<file path="src/rtl/sequence_recorder_pkg.sv">
`default_nettype none
// ============================================================================
// sequence_recorder_pkg : shared FSM state encoding and one-hot helper
// Rev 1.0
// ============================================================================
package sequence_recorder_pkg;

    localparam int c_ONEHOT_W = 32;

    typedef enum logic [2:0] {
        ST_IDLE         = 3'd0,
        ST_WAIT_PRESS   = 3'd1,
        ST_WAIT_RELEASE = 3'd2,
        ST_WRITE        = 3'd3,
        ST_DONE         = 3'd4,
        ST_ERROR        = 3'd5
    } state_t;

    // Callers zero-extend narrower words; zero-extension keeps the test exact.
    function automatic logic is_onehot(input logic [c_ONEHOT_W-1:0] v);
        return (v != '0) && ((v & (v - c_ONEHOT_W'(1))) == '0);
    endfunction

endpackage
`default_nettype wire

</file>
<file path="src/rtl/sequence_recorder_ram_sync.sv">
`default_nettype none
// ============================================================================
// ram_sync : single-clock RAM, one write port, registered read-before-write port
// Rev 1.0
// ============================================================================
module ram_sync #(
    parameter int DATA_WIDTH = 4,
    parameter int ADDR_WIDTH = 4
) (
    input  logic                  clock,
    input  logic                  reset,
    input  logic                  we,
    input  logic [ADDR_WIDTH-1:0] waddr,
    input  logic [DATA_WIDTH-1:0] wdata,
    input  logic [ADDR_WIDTH-1:0] raddr,
    output logic [DATA_WIDTH-1:0] rdata
);

    localparam int c_DEPTH = 2 ** ADDR_WIDTH;

    logic [DATA_WIDTH-1:0] r_mem [c_DEPTH];
    logic [DATA_WIDTH-1:0] r_rdata;

    // Storage is never reset so it keeps the captured sequence across resets.
    always_ff @(posedge clock) begin
        if (we) begin
            r_mem[waddr] <= wdata;
        end
    end

    // Same-edge read sees the pre-write word because the write is non-blocking.
    always_ff @(posedge clock or posedge reset) begin
        if (reset) begin
            r_rdata <= '0;
        end else begin
            r_rdata <= r_mem[raddr];
        end
    end

    assign rdata = r_rdata;

endmodule
`default_nettype wire

</file>
<file path="src/rtl/sequence_recorder.sv">
`default_nettype none
// ============================================================================
// sequence_recorder : captures one-hot button presses into RAM, serves readback
// Rev 1.0
// ============================================================================
module sequence_recorder
    import sequence_recorder_pkg::*;
#(
    parameter int DATA_WIDTH = 4,
    parameter int ADDR_WIDTH = 4
) (
    input  logic                  clock,
    input  logic                  reset,
    input  logic                  iniciar,
    input  logic [ADDR_WIDTH-1:0] tamanho,
    input  logic [DATA_WIDTH-1:0] botoes,
    input  logic [ADDR_WIDTH-1:0] rd_address,
    output logic [DATA_WIDTH-1:0] data_out,
    output logic                  gravando,
    output logic                  pronto,
    output logic                  erro,
    output logic [ADDR_WIDTH:0]   contagem
);

    state_t                r_state;
    state_t                w_state_nxt;
    logic [DATA_WIDTH-1:0] r_dado;
    logic [ADDR_WIDTH-1:0] r_lim;
    logic [ADDR_WIDTH:0]   r_contagem;

    logic w_idle_like;
    logic w_start;
    logic w_press_onehot;
    logic w_last;
    logic w_we;

    assign w_idle_like    = (r_state == ST_IDLE) || (r_state == ST_DONE) ||
                            (r_state == ST_ERROR);
    assign w_start        = w_idle_like && iniciar;
    assign w_press_onehot = is_onehot(c_ONEHOT_W'(botoes));
    assign w_last         = (r_contagem == {1'b0, r_lim});
    assign w_we           = (r_state == ST_WRITE);

    always_ff @(posedge clock or posedge reset) begin
        if (reset) begin
            r_state <= ST_IDLE;
        end else begin
            r_state <= w_state_nxt;
        end
    end

    always_comb begin
        w_state_nxt = r_state;
        case (r_state)
            ST_IDLE, ST_DONE, ST_ERROR: begin
                if (iniciar) begin
                    w_state_nxt = ST_WAIT_PRESS;
                end
            end
            ST_WAIT_PRESS: begin
                if (botoes == '0) begin
                    w_state_nxt = ST_WAIT_PRESS;
                end else if (w_press_onehot) begin
                    w_state_nxt = ST_WAIT_RELEASE;
                end else begin
                    w_state_nxt = ST_ERROR;
                end
            end
            ST_WAIT_RELEASE: begin
                if (botoes == r_dado) begin
                    w_state_nxt = ST_WAIT_RELEASE;
                end else if (botoes == '0) begin
                    w_state_nxt = ST_WRITE;
                end else begin
                    w_state_nxt = ST_ERROR;
                end
            end
            ST_WRITE: begin
                w_state_nxt = w_last ? ST_DONE : ST_WAIT_PRESS;
            end
            default: begin
                w_state_nxt = ST_IDLE;
            end
        endcase
    end

    always_ff @(posedge clock or posedge reset) begin
        if (reset) begin
            r_dado     <= '0;
            r_lim      <= '0;
            r_contagem <= '0;
        end else begin
            if (w_start) begin
                r_lim      <= tamanho;
                r_contagem <= '0;
            end
            if ((r_state == ST_WAIT_PRESS) && w_press_onehot) begin
                r_dado <= botoes;
            end
            if (w_we) begin
                r_contagem <= r_contagem + 1'b1;
            end
        end
    end

    // Only the low bits index the RAM; the count stops at lim+1 so no wrap occurs.
    ram_sync #(
        .DATA_WIDTH(DATA_WIDTH),
        .ADDR_WIDTH(ADDR_WIDTH)
    ) u_ram (
        .clock(clock),
        .reset(reset),
        .we   (w_we),
        .waddr(r_contagem[ADDR_WIDTH-1:0]),
        .wdata(r_dado),
        .raddr(rd_address),
        .rdata(data_out)
    );

    assign gravando = (r_state == ST_WAIT_PRESS) || (r_state == ST_WAIT_RELEASE) ||
                      (r_state == ST_WRITE);
    assign pronto   = (r_state == ST_DONE);
    assign erro     = (r_state == ST_ERROR);
    assign contagem = r_contagem;

endmodule
`default_nettype wire

</file>
<file path="config.mk">
export PLATFORM = sky130hd
export DESIGN_NAME = sequence_recorder
export DESIGN_NICKNAME = d
export VERILOG_FILES = /design/src/rtl/sequence_recorder_pkg.sv /design/src/rtl/sequence_recorder_ram_sync.sv /design/src/rtl/sequence_recorder.sv
export SDC_FILE = /design/constraint.sdc
export NUM_CORES = 1
export LEC_CHECK = 0
export CORE_ASPECT_RATIO = 0.9
export CORE_MARGIN = 1
export CORE_UTILIZATION = 45
export DETAILED_ROUTE_END_ITERATION = 12
export MAX_ROUTING_LAYER = met4
export SLEW_MARGIN = 20
export SYNTH_ARGS = -nofsm -noshare
export SYNTH_HDL_FRONTEND = slang
export SYNTH_HIERARCHICAL = 1
export SYNTH_SLANG_ARGS = --single-unit
export TNS_END_PERCENT = 5
</file>
<file path="constraint.sdc">
create_clock -name clock -period 5.1 [get_ports clock]
set_input_delay 1.02 -clock clock [delete_from_list [all_inputs] [get_ports clock]]
set_output_delay 1.02 -clock clock [all_outputs]
set_load 0.005 [all_outputs]
</file>
# Word-level counts from Yosys, hierarchy flattened
# Memory sizes are Yosys's and may differ from the RTL's. A register that Yosys moved wholly into a read port is not among the register bits.
# Index checks and enable logic that the tools add are counted.
dict set report word_totals {
  regBits 16
  ram_bits 64
  word_cells 40
  mem_count 1
}
# name words width rd rd_clocked_by_memory_dff wr line_no
set memory_table {}
lappend memory_table {u_ram.r_mem 16 4 1 1 1 sequence_recorder_ram_sync.sv:21} ;# logic [DATA_WIDTH-1:0] r_mem [c_DEPTH];
dict set report op_classes {
  n_addsub 2
  eq_ne 8
  muxes 11
  n_bitwise 1
  reduce_logical 13
}
# op n
set ops {}
lappend ops {{AND 4 x 32 -> 32 bit} 1}
lappend ops {{zero test 32 bit} 1}
lappend ops {{2-to-1 mux 3 bit} 6}
lappend ops {{case mux 3 bit (4 select lines)} 1}
lappend ops {{2-to-1 mux 5 bit} 2}
lappend ops {{equality test 3 x 2 -> 1 bit, second input constant} 2}
lappend ops {{equality test 3 bit, second input constant} 2}
lappend ops {{adder 5 x 1 -> 5 bit, second input constant} 1}
lappend ops {{equality test 5 x 4 -> 1 bit} 1}
lappend ops {{subtractor 4 x 1 -> 5 bit, second input constant} 1}
lappend ops {{equality test 4 bit} 1}
lappend ops {{zero test 4 bit} 1}
lappend ops {{logical OR 1 bit} 4}
lappend ops {{nonzero test 4 bit} 1}
lappend ops {{equality test 3 x 1 -> 1 bit, second input constant} 1}
lappend ops {{logical AND 1 bit} 3}
lappend ops {{zero test 3 bit} 1}
lappend ops {{OR reduction 3 bit} 1}
lappend ops {{2-to-1 mux 1 bit} 2}
lappend ops {{!= test 2 bit, second input constant} 1}
lappend ops {{nonzero test 2 bit} 1}

# Logic depth before layout (Yosys ltp)
# Gate-level depths: netlist (run 1).
dict set report logic_depth {
  ltp_word 7
  ltp_mapped 5
  mapped_depth_nobuf 4
}

# By module
# The synthesis (run 1) kept the hierarchy.
# module n_inst cells_each area_per_inst_um2 seq_area_each_um2
set modules_own_cells {}
lappend modules_own_cells {ram_sync 1 131 2690.1 2021.9}
lappend modules_own_cells {sequence_recorder 1 93 922.1 400.4}

# Least setup slack after synthesis (run 1)
# OpenSTA, ideal clock, no wires.
dict set report synth_path {
  path_type {input-to-reg}
  startpoint {input rd_address[1]}
  endpoint {register u_ram.r_rdata[1], in the netlist u_ram/rdata[1], read port of u_ram.r_mem}
  setup_ns 0.127
  arrival_ns 1.966
  path_slack_ns 3.007
  path_stages 5
  n_path_buf 2
  path_cell_list {clkbuf_1 buf_2 mux4_2 a22oi_1 nand3_1}
}
# item line_no
set synth_rtl {}
lappend synth_rtl {{start, declared} sequence_recorder.sv:17} ;# input logic [ADDR_WIDTH-1:0] rd_address,
lappend synth_rtl {{end, declared} sequence_recorder_ram_sync.sv:22} ;# logic [DATA_WIDTH-1:0] r_rdata;

==> results of run 1 <==
## cells by family after synthesis
kind of cell,synth area share
flops,0.671
simple gates,0.113
mux,0.139
compound gates,0.0319
buf+inv,0.0177
xor+xnor,0.0218
fa+ha+maj,0.00623
## final cells by class
type	instances	area (sq um)	share of cell area
Clock buffer	11	131	0.0316
Clock inverter	5	76.3	0.0184
Inverter	5	18.8	0.00452
Multi-Input combinational cell	130	1130	0.271
Sequential cell	84	2420	0.583
Tap cell	96	120	0.0289
Timing Repair Buffer	26	260	0.0626
## metrics by stage
stage / cell area (sq um) / worst slack, ps / power, uW
after global routing: 4160 / 2190 / 1910
after detailed placement: 3950 / 1880 / 1330
after floorplan: 3610 / 3010 / 1190
after CTS: 4160 / 2270 / 1830
final: 4160 / 2300 / 1810
after global placement: 3950 / 1940 / 1330
## flip-flops by register name (all words and copies together) (netlist names)
name and cells:
r_lim 4, r_state 3, u_ram/r_mem 64, contagem 5
r_dado 4, u_ram/rdata 4
## worst register-to-register path, stage by stage (launching register included)
cell and delay [ps]:
dfrtp_1 450, nand3b_1 320, inv_1 300, or3b_2 530, nor3_1 560
## power by group through the flow
stage / sequential [uW] / clock, uW / combinational [uW]
4_1_cts: 1020 / 507 / 303
6_report: 1010 / 493 / 300
5_1_grt: 1040 / 536 / 330
3_5_place_dp: 1030 / 0 / 301
3_3_place_gp: 1030 / 0 / 299
2_1_floorplan: 975 / 0 / 213
## layer usage
layer,vias to the layer above,track usage
met2,67,0.271
met5,-,-
li1,938,-
met4,0,0.0561
met1,967,0.235
met3,4,0.0576
## worst max path at each step
| stage | slack [ps] | cells after the start | to | start |
|---|---|---|---|---|
| CTS | 2270 | 4 | u_ram/rdata[0] | rd_address[0] |
| global placement | 1940 | 4 | u_ram/rdata[1] | rd_address[0] |
| floorplan | 3010 | 5 | u_ram/rdata[1] | rd_address[1] |
| detailed placement | 1880 | 4 | u_ram/rdata[0] | rd_address[0] |
| global route | 2190 | 4 | u_ram/rdata[1] | rd_address[0] |
| finish | 2300 | 4 | u_ram/rdata[3] | rd_address[0] |
## layout by cell type (no fill, tap or decap), types with 4 or more instances in the layout
master            n
a22oi_1           4
clkbuf_8          9
clkdlybuf4s50_1  26
dfrtp_1          20
edfxtp_1         64
inv_1             5
mux2_4            4
mux4_1           14
nand2_1          24
nand3_1          11
nor2_1           21
nor3_1            4
xnor2_1           4
xor2_1            5
==> summary.md, run 1 <==
| Metric | Value |
|---|---|
| Status | `finished clean` |
| Leak | `0.00151 uW` |
| FF+latch count, synth | `84` |
| Switching pwr | `498 uW` |
| PortBufs | `26` |
| Top FF cell, synth | `edfxtp_1` |
| Count leader, synth | `edfxtp_1` |
| Synth Warn # | `6` |
| Cts hold-fix bufs | `0` |
| Wirelength per Cell | `18.4 um` |
| Relative slew slack | `0.381` |
| Finished Core Util | `0.543` |
| CTS Root Buffer Type | `clkbuf_8` |
| CP Buf/Inv Count | `1` |
| Cell Chain, Critical Path | `clkdlybuf4s50_1, mux4_1, a22oi_1, nand3_1` |
| Logic pwr share | `0.166` |
| Max layer used | `met4` |
| Async set-reset flop share out of synthesis | `0.238` |
| DIE HEIGHT | `87.0 um` |
| DIE WIDTH | `96.4 um` |
| Vias in the first global route | `1,917` |
| Initial core utilization | `0.472` |
| Seq/Total Area, Yosys | `0.671` |
| Max Clk Rate | `0.357 GHz` |
| WP data arrival | `3040 ps` |
| Avg Vias per Cell | `5.54` |
| CTS tree | `done` |
| Number of H-tree levels | `3` |
| Syn Area/Cell | `16.1 sq um` |
| Slew Limit Fails | `0` |
| Sw frac | `0.276` |
| CTS Buf Count | `9` |
| Reg2reg start | `r_state[2]` |
| Post-Layout Cell Count | `357` |
| Worst r2r path cells | `4` |
| Iter 0 DRT Violations | `147` |
| Die area | `8390 sq um` |
| EDFF count, synth | `64` |
| CP endpoint kind | `register` |
| Syn-to-layout area delta | `15.0%` |
| Share of cells above drive strength 1 | `0.0881` |
| Worst reg2reg setup slack | `2580 ps` |
| Req. time, crit path | `5340 ps` |
| Post-Syn Instances | `224` |
| List of most frequent post-synthesis cells | `64 x edfxtp_1, 24 x nand2_1, 21 x nor2_1` |
| Clk Latency, worst-skew pair | `350 ps` |
| Sum Neg Setup Slack | `0 ps` |
| DPL Wire Length | `4340 um` |
| Global route overflow | `0` |
| Post-synthesis cell type count | `41` |
| Routed Antenna Nets | `0` |
| Final Setup Violations | `0` |
| Io pins | `27` |
| Via Count | `1,976` |
| Mapped Area | `3610 sq um` |
| CP max stage cell | `clkdlybuf4s50_1` |
| Layout Nets | `272` |
| Worst hold margin | `500 ps` |
| Largest net degree at the start of global routing | `19` |
| Clock buffer depth | `2` |
| CP peak stage delay | `1080 ps` |
| Post-synth top area share | `0.532` |
| # DRC | `0` |
| Part of the cycle the worst path needs | `0.550` |
| CTS clk-pin slew, worst paths | `80 ps` |
| Internal power | `1310 uW` |
| Synth area leaders | `edfxtp_1 53%, dfrtp_1 14%, mux4_1 10%` |
| Routed wl met2 | `3240 um` |
| Max Cap Viol | `0` |
| Metal-1 WL | `2900 um` |
| N_diodes | `0` |
| Row count | `30` |
| Syn nets | `240` |
| Core ar. | `7660 sq um` |
| Power per Cell Area | `435 nW/um^2` |
| Placer Congestion | `0.809` |
| Clock Skews | `7.87 ps` |
| Fillers | `653` |
| Final Hold Vio Count | `0` |
| Worst hold-check path type | `register to register` |
| WL met3 | `362 um` |
| Peak supply drop | `0.000219 V` |
| Crit Path Class | `input port to register` |
| R2r endpoint | `u_ram/r_mem[0][3]` |
| Post-CTS Setup Inserts | `0` |
| Hold Crit Start | `r_lim[0]` |
| 1st-pass router iterations | `4` |
| Post-layout minimum cycle time | `2800 ps` |
| Sequential share of power | `0.561` |
| Clock share of power | `0.273` |
| Initial antenna violation count | `0` |
| Startpoint type of the worst setup path | `input port` |
| First-pass GRT wire length | `10,200 um` |
| Global-route usage over all layers | `0.180` |
| Placed Instances | `341` |
| Slew @ Worst Pin | `925 ps` |
| Worst Hold End | `r_lim[0]` |
| RSZ-0062 raised after global routing | `no` |
| Clock sinks | `84` |
| Post-CTS sizing | `0` |
| Drt total wl | `6570 um` |
| CP Max Fanout | `16` |
| Largest area contributor in the netlist | `edfxtp_1` |
| CP top delay family | `buffers and inverters` |
| WHS Path Cells | `2` |
Note: power is estimated with default switching activity, not from simulation.
==> inputs of run 2 (changes only) <==
- PLACE_DENSITY: default -> 0.66
- clock period: 5.1 -> 2.5 ns (I/O delays scaled with it)
==> run 2 against run 1 <==
Net effect: flip-flop and latch count unchanged; cell count up 2.0%; sequential share of layout area down 0.59 points; highest routed layer unchanged; utilization up 0.56 points; clock skew about the same; combinational power up 110%; setup slack worse by 2000 ps; wire length down 6.1%; register-to-register slack worse by 2200 ps.
==> summary.md, run 2 (synthesis results as in run 1) <==
| Metric | Value |
|---|---|
| Worst r2r path cells | `4 (unchanged)` |
| Initial antenna violation count | `0 (unchanged)` |
| Post-layout minimum cycle time | `2170 ps` |
| Layout Nets | `279 (+2.6%)` |
| Startpoint type of the worst setup path | `register` |
| Share of cells above drive strength 1 | `0.116 (+0.0275)` |
| Status | `finished clean` |
| Register with the highest flop count | `u_ram/r_mem` |
| Syn-to-layout area delta | `16.2%` |
| WP data arrival | `1670 ps (-1370 ps)` |
| Peak supply drop | `0.000456 V (+110%)` |
| Vias in the first global route | `1,955 (+2.0%)` |
| Final Setup Violations | `0 (unchanged)` |
| DIE HEIGHT | `87.0 um (unchanged)` |
| RSZ-0062 raised after global routing | `no` |
| Crit Path Class | `register to output port` |
| Slew @ Worst Pin | `656 ps (-269 ps)` |
| Max FFs per register | `64 (unchanged)` |
| Clock buffer depth | `2 (unchanged)` |
| CTS tree | `done` |
| Drt total wl | `6160 um (-6.1%)` |
| Leak | `0.00154 uW (+2.5%)` |
| Fillers | `642 (-1.7%)` |
| CTS clk-pin slew, worst paths | `80 ps (about the same)` |
| Row count | `30 (unchanged)` |
| Part of the cycle the worst path needs | `0.869` |
| Wirelength per Cell | `16.9 um (-7.9%)` |
| Placer Congestion | `0.811 (+0.17%)` |
| Clk Latency, worst-skew pair | `340 ps (about the same)` |
| N_diodes | `0 (unchanged)` |
| Clock Skews | `7.72 ps (-0.143 ps)` |
| Power per Cell Area | `854 nW/um^2 (+96%)` |
| Global-route usage over all layers | `0.171 (-0.00983)` |
| # DRC | `0 (unchanged)` |
| WL met3 | `309 um (-15%)` |
| Most frequent cells in the layout | `64 x edfxtp_1, 26 x clkdlybuf4s50_1, 24 x nand2_1` |
| Max Clk Rate | `0.460 GHz` |
| DPL Wire Length | `4310 um (-0.83%)` |
| PortBufs | `26 (unchanged)` |
| Slew Limit Fails | `0 (unchanged)` |
| Finished Core Util | `0.548 (+0.00556)` |
| Largest net degree at the start of global routing | `19 (unchanged)` |
| Initial core utilization | `0.472 (unchanged)` |
| CTS Buf Count | `9 (unchanged)` |
| Post-CTS sizing | `0 (unchanged)` |
| Avg Vias per Cell | `5.46 (-1.4%)` |
| CTS Root Buffer Type | `clkbuf_8` |
| Via Count | `1,986 (+0.51%)` |
| Cts hold-fix bufs | `0 (unchanged)` |
| Post-CTS Setup Inserts | `0 (unchanged)` |
| Req. time, crit path | `2000 ps (-3340 ps)` |
| Metal-1 WL | `2800 um (-3.4%)` |
| Iter 0 DRT Violations | `110 (-25%)` |
| Worst hold-check path type | `input port to asynchronous set/reset pin` |
| Clock sinks | `84 (unchanged)` |
| Core ar. | `7660 sq um (unchanged)` |
| Relative slew slack | `0.562 (+0.181)` |
| 1st-pass router iterations | `4 (unchanged)` |
| Routed Antenna Nets | `0 (unchanged)` |
| First-pass GRT wire length | `9960 um (-2.5%)` |
| CP Max Fanout | `8 (-8)` |
| Number of H-tree levels | `3 (unchanged)` |
| CP endpoint kind | `output port` |
| Global route overflow | `0 (unchanged)` |
| Commonest non-fill, non-tap cell in the layout | `edfxtp_1` |
| Max Cap Viol | `0 (unchanged)` |
| DIE WIDTH | `96.4 um (unchanged)` |
| Max layer used | `met4` |
| Sum Neg Setup Slack | `0 ps (unchanged)` |
| Routed wl met2 | `2970 um (-8.3%)` |
| Io pins | `27 (unchanged)` |
| Final Hold Vio Count | `0 (unchanged)` |
| Die area | `8390 sq um (unchanged)` |
## run 2: changes by cell type in the layout (fill, tap and decap cells not counted)
cell        change
clkinvlp_4      -1
clkinv_2        +2
buf_12          +1
bufinv_16       -1
buf_4           +6
clkinv_1        -1
clkinv_4        +1
## run 2: path summary, 6_finish.rpt
kind	startpoint	endpoint	slack, ps
setup reg to reg	r_state[2]	u_ram/r_mem[1][1]	430
max in group asynchronous	reset	r_lim[3]	1440
setup / recovery	r_state[1]	erro	330
hold reg to reg	r_lim[0]	r_lim[0]	500
min in group clock	r_lim[0]	r_lim[0]	500
hold / removal	reset	u_ram/rdata[1]	430
## run 2: cell type report
type / instances / area [sq um] / area share
flip-flops and latches: 84 / 2420 / 0.577
multi-input cells: 130 / 1130 / 0.268
repair buffers: 33 / 325 / 0.0775
clock buffers: 11 / 131 / 0.0313
well taps: 96 / 120 / 0.0286
clock inverters: 5 / 53.8 / 0.0128
inverters: 5 / 18.8 / 0.00447
## run 2: where the power goes
part / internal (uW) / switching (uW)
registers: 1780 / 278
logic: 344 / 281
clock network: 459 / 443
total: 2580 / 1000
## run 2: critical path: stages, from the launching register on
cell	delay, ps
dfrtp_1	470
nand2b_1	240
nor2_1	120
clkdlybuf4s50_1	500
## run 2: metal layers
metal  vias up  global-route usage
met1       982               0.224
met2        50               0.259
met4         0              0.0521
met5         -                   -
met3         7              0.0480
li1        947                   -
## run 2: per-stage QoR
step | cell area (sq um) | hold slack (ps) | cells | setup WS [ps] | power [uW]
final | 4200 | 434 | 364 | 327 | 3590
after global routing | 4200 | 436 | 364 | 221 | 3780
after CTS | 4200 | 442 | 364 | 307 | 3630
after detailed placement | 4010 | 488 | 348 | 249 | 2730
after global placement | 4010 | 487 | 348 | 268 | 2710
after floorplan | 3610 | 266 | 224 | 425 | 2420
==> inputs of run 3 (changes only) <==
- DONT_BUFFER_PORTS: default -> 1
- PLACE_DENSITY: 0.66 -> default
- SKIP_LAST_GASP: default -> 1
==> run 3 against run 2 <==
Net effect: largest cell class unchanged; setup slack better by 16 ps; register-to-register slack worse by 90 ps; count of clock-buffer cells in the layout stayed put; largest power group unchanged; critical endpoint is now u_ram/r_mem[0][0].
==> summary.md, run 3 (synthesis results as in run 1) <==
| Metric | Value |
|---|---|
| Leak | `0.00145 uW (-6.3%)` |
| Register with the highest flop count | `u_ram/r_mem` |
| Placer Congestion | `0.736 (-9.2%)` |
| Iter 0 DRT Violations | `129 (+17%)` |
| Syn-to-layout area delta | `9.46%` |
| Post-Layout Cell Count | `338 (-7.1%)` |
| Routed Antenna Nets | `0 (unchanged)` |
| Power per Cell Area | `915 nW/um^2 (+7.1%)` |
| Startpoint type of the worst setup path | `register` |
| Finished Cell Area | `3950 sq um (-5.8%)` |
| Number of H-tree levels | `3 (unchanged)` |
| Final Hold Vio Count | `0 (unchanged)` |
| Largest net degree at the start of global routing | `18 (-1)` |
| CP max stage cell | `or3b_2` |
| Peak supply drop | `0.000594 V (+30%)` |
| DIE HEIGHT | `87.0 um (unchanged)` |
| Wirelength per Cell | `19.4 um (+14%)` |
| Core ar. | `7660 sq um (unchanged)` |
| Cell Chain, Critical Path | `nand3b_1, inv_1, or3b_2, nor3_1` |
| Max Clk Rate | `0.464 GHz (+0.76%)` |
| Initial antenna violation count | `0 (unchanged)` |
| 1st-pass router iterations | `4 (unchanged)` |
| WL met3 | `322 um (+4.2%)` |
| DIE WIDTH | `96.4 um (unchanged)` |
| CTS tree | `done` |
| Io pins | `27 (unchanged)` |
| Reg area | `2420 sq um (unchanged)` |
| Max Cap Viol | `0 (unchanged)` |
| Routed wl met2 | `3120 um (+5.2%)` |
| Commonest non-fill, non-tap cell in the layout | `edfxtp_1` |
| Placed Instances | `321 (-7.8%)` |
| Final Setup Violations | `0 (unchanged)` |
| Post-layout minimum cycle time | `2160 ps (-16.4 ps)` |
| Post-CTS sizing | `0 (unchanged)` |
| Clk Latency, worst-skew pair | `360 ps (+20 ps)` |
| Part of the cycle the worst path needs | `0.863 (-0.00656)` |
| Worst hold-check path type | `input port to asynchronous set/reset pin` |
| CTS Root Buffer Type | `clkbuf_8` |
| Most frequent cells in the layout | `64 x edfxtp_1, 24 x nand2_1, 21 x nor2_1` |
| Row count | `30 (unchanged)` |
| WP data arrival | `2150 ps (+480 ps)` |
| Vias in the first global route | `1,960 (+0.26%)` |
| # DRC | `0 (unchanged)` |
| Slew Limit Fails | `0 (unchanged)` |
| Clock Skews | `8.98 ps (+1.26 ps)` |
| Post-CTS Setup Inserts | `0 (unchanged)` |
| CP peak stage delay | `500 ps (about the same)` |
| Via Count | `1,914 (-3.6%)` |
| Max layer used | `met4` |
| CP endpoint kind | `register` |
| Die area | `8390 sq um (unchanged)` |
| CTS clk-pin slew, worst paths | `80 ps (about the same)` |
| CP Max Fanout | `7 (-1)` |
| PortBufs | `0 (-100%)` |
| Initial core utilization | `0.472 (unchanged)` |
| Reg2reg start | `r_state[2]` |
| Clock sinks | `84 (unchanged)` |
| Worst r2r path cells | `4 (unchanged)` |
| Drt total wl | `6550 um (+6.2%)` |
| Relative slew slack | `0.576 (+0.0141)` |
| N_diodes | `0 (unchanged)` |
| Share of cells above drive strength 1 | `0.132 (+0.0166)` |
| DPL Wire Length | `4360 um (+1.3%)` |
| CTS Buf Count | `9 (unchanged)` |
| Sum Neg Setup Slack | `0 ps (unchanged)` |
| RSZ-0062 raised after global routing | `no` |
| Status | `finished clean` |
| Max FFs per register | `64 (unchanged)` |
| Layout Nets | `253 (-9.3%)` |
| Req. time, crit path | `2490 ps (+490 ps)` |
| Slew @ Worst Pin | `635 ps (-21.2 ps)` |
| Crit Path Class | `register to register` |
| First-pass GRT wire length | `10,600 um (+5.9%)` |
| Global-route usage over all layers | `0.186 (+0.0150)` |
| Clock buffer depth | `2 (unchanged)` |
| Fillers | `639 (-0.47%)` |
| Multi-input logic area | `1130 sq um (unchanged)` |
| R2r endpoint | `u_ram/r_mem[0][0]` |
| Avg Vias per Cell | `5.66 (+3.8%)` |
| Worst reg2reg setup slack | `340 ps (-90 ps)` |
| DP Area | `3730 sq um (-7.0%)` |
| Global route overflow | `0 (unchanged)` |
| Metal-1 WL | `3020 um (+7.9%)` |
run 3: changes by cell type in the layout (fill, tap and decap cells not counted), sizes merged:
| cell | change |
|---|---|
| buf | -1 |
| clkdlybuf4s50 | -26 |
| clkinv | -1 |
| clkinvlp | +1 |
| dlygate4sd3 | +1 |
run 3: how the worst max path moves through the flow:
stage                     startpoint                end  slack [ps]  cells after the start
after floorplan           r_state[2]  u_ram/r_mem[0][0]         430                      4
after global placement    r_state[2]  u_ram/r_mem[0][0]         420                      4
after detailed placement  r_state[2]  u_ram/r_mem[0][0]         360                      4
after CTS                 r_state[2]  u_ram/r_mem[0][0]         350                      4
after global routing      r_state[2]  u_ram/r_mem[0][0]         170                      4
final                     r_state[2]  u_ram/r_mem[0][0]         340                      4
run 3: routing by layer:
layer | up-vias | track usage
met3 | 9 | 0.0707
met5 | - | -
met4 | 0 | 0.0521
met2 | 47 | 0.286
met1 | 961 | 0.229
li1 | 897 | -
run 3: layout make-up:
type,count,share of cell area
sequential,84,0.613
clock inverter,5,0.0152
multi-input combinational,130,0.285
timing repair buffer,7,0.0139
clock buffer,11,0.0383
tap,96,0.0304
inverter,5,0.00475
run 3: critical path: cells and delay by family (launching register included):
kind	cells	cell delay (ps)
AND/OR/NAND/NOR	3	1240
buffers and inverters	1	120
flip-flops	1	440
run 3: report_power, final:
part / internal [uW] / leakage, uW / switching [uW]
clock network: 517 / 0.000106 / 479
logic: 291 / 0.000514 / 410
registers: 1780 / 0.000827 / 142
total: 2590 / 0.00145 / 1030
run 3: what timing repair did:
item	4_1_cts	5_1_grt
hold buffers	1	0
setup endpoints to repair	0	0
hold endpoints to repair	4	0
run 3: metrics by stage:
step / setup slack [ps] / hold slack (ps) / util / power (uW)
floorplan: 425 / 266 / - / 2420
CTS: 347 / 127 / 0.516 / 3660
detailed placement: 358 / 281 / 0.487 / 2670
global route: 173 / 155 / 0.516 / 3810
finish: 343 / 113 / 0.516 / 3620
global placement: 419 / 279 / 0.487 / 2660
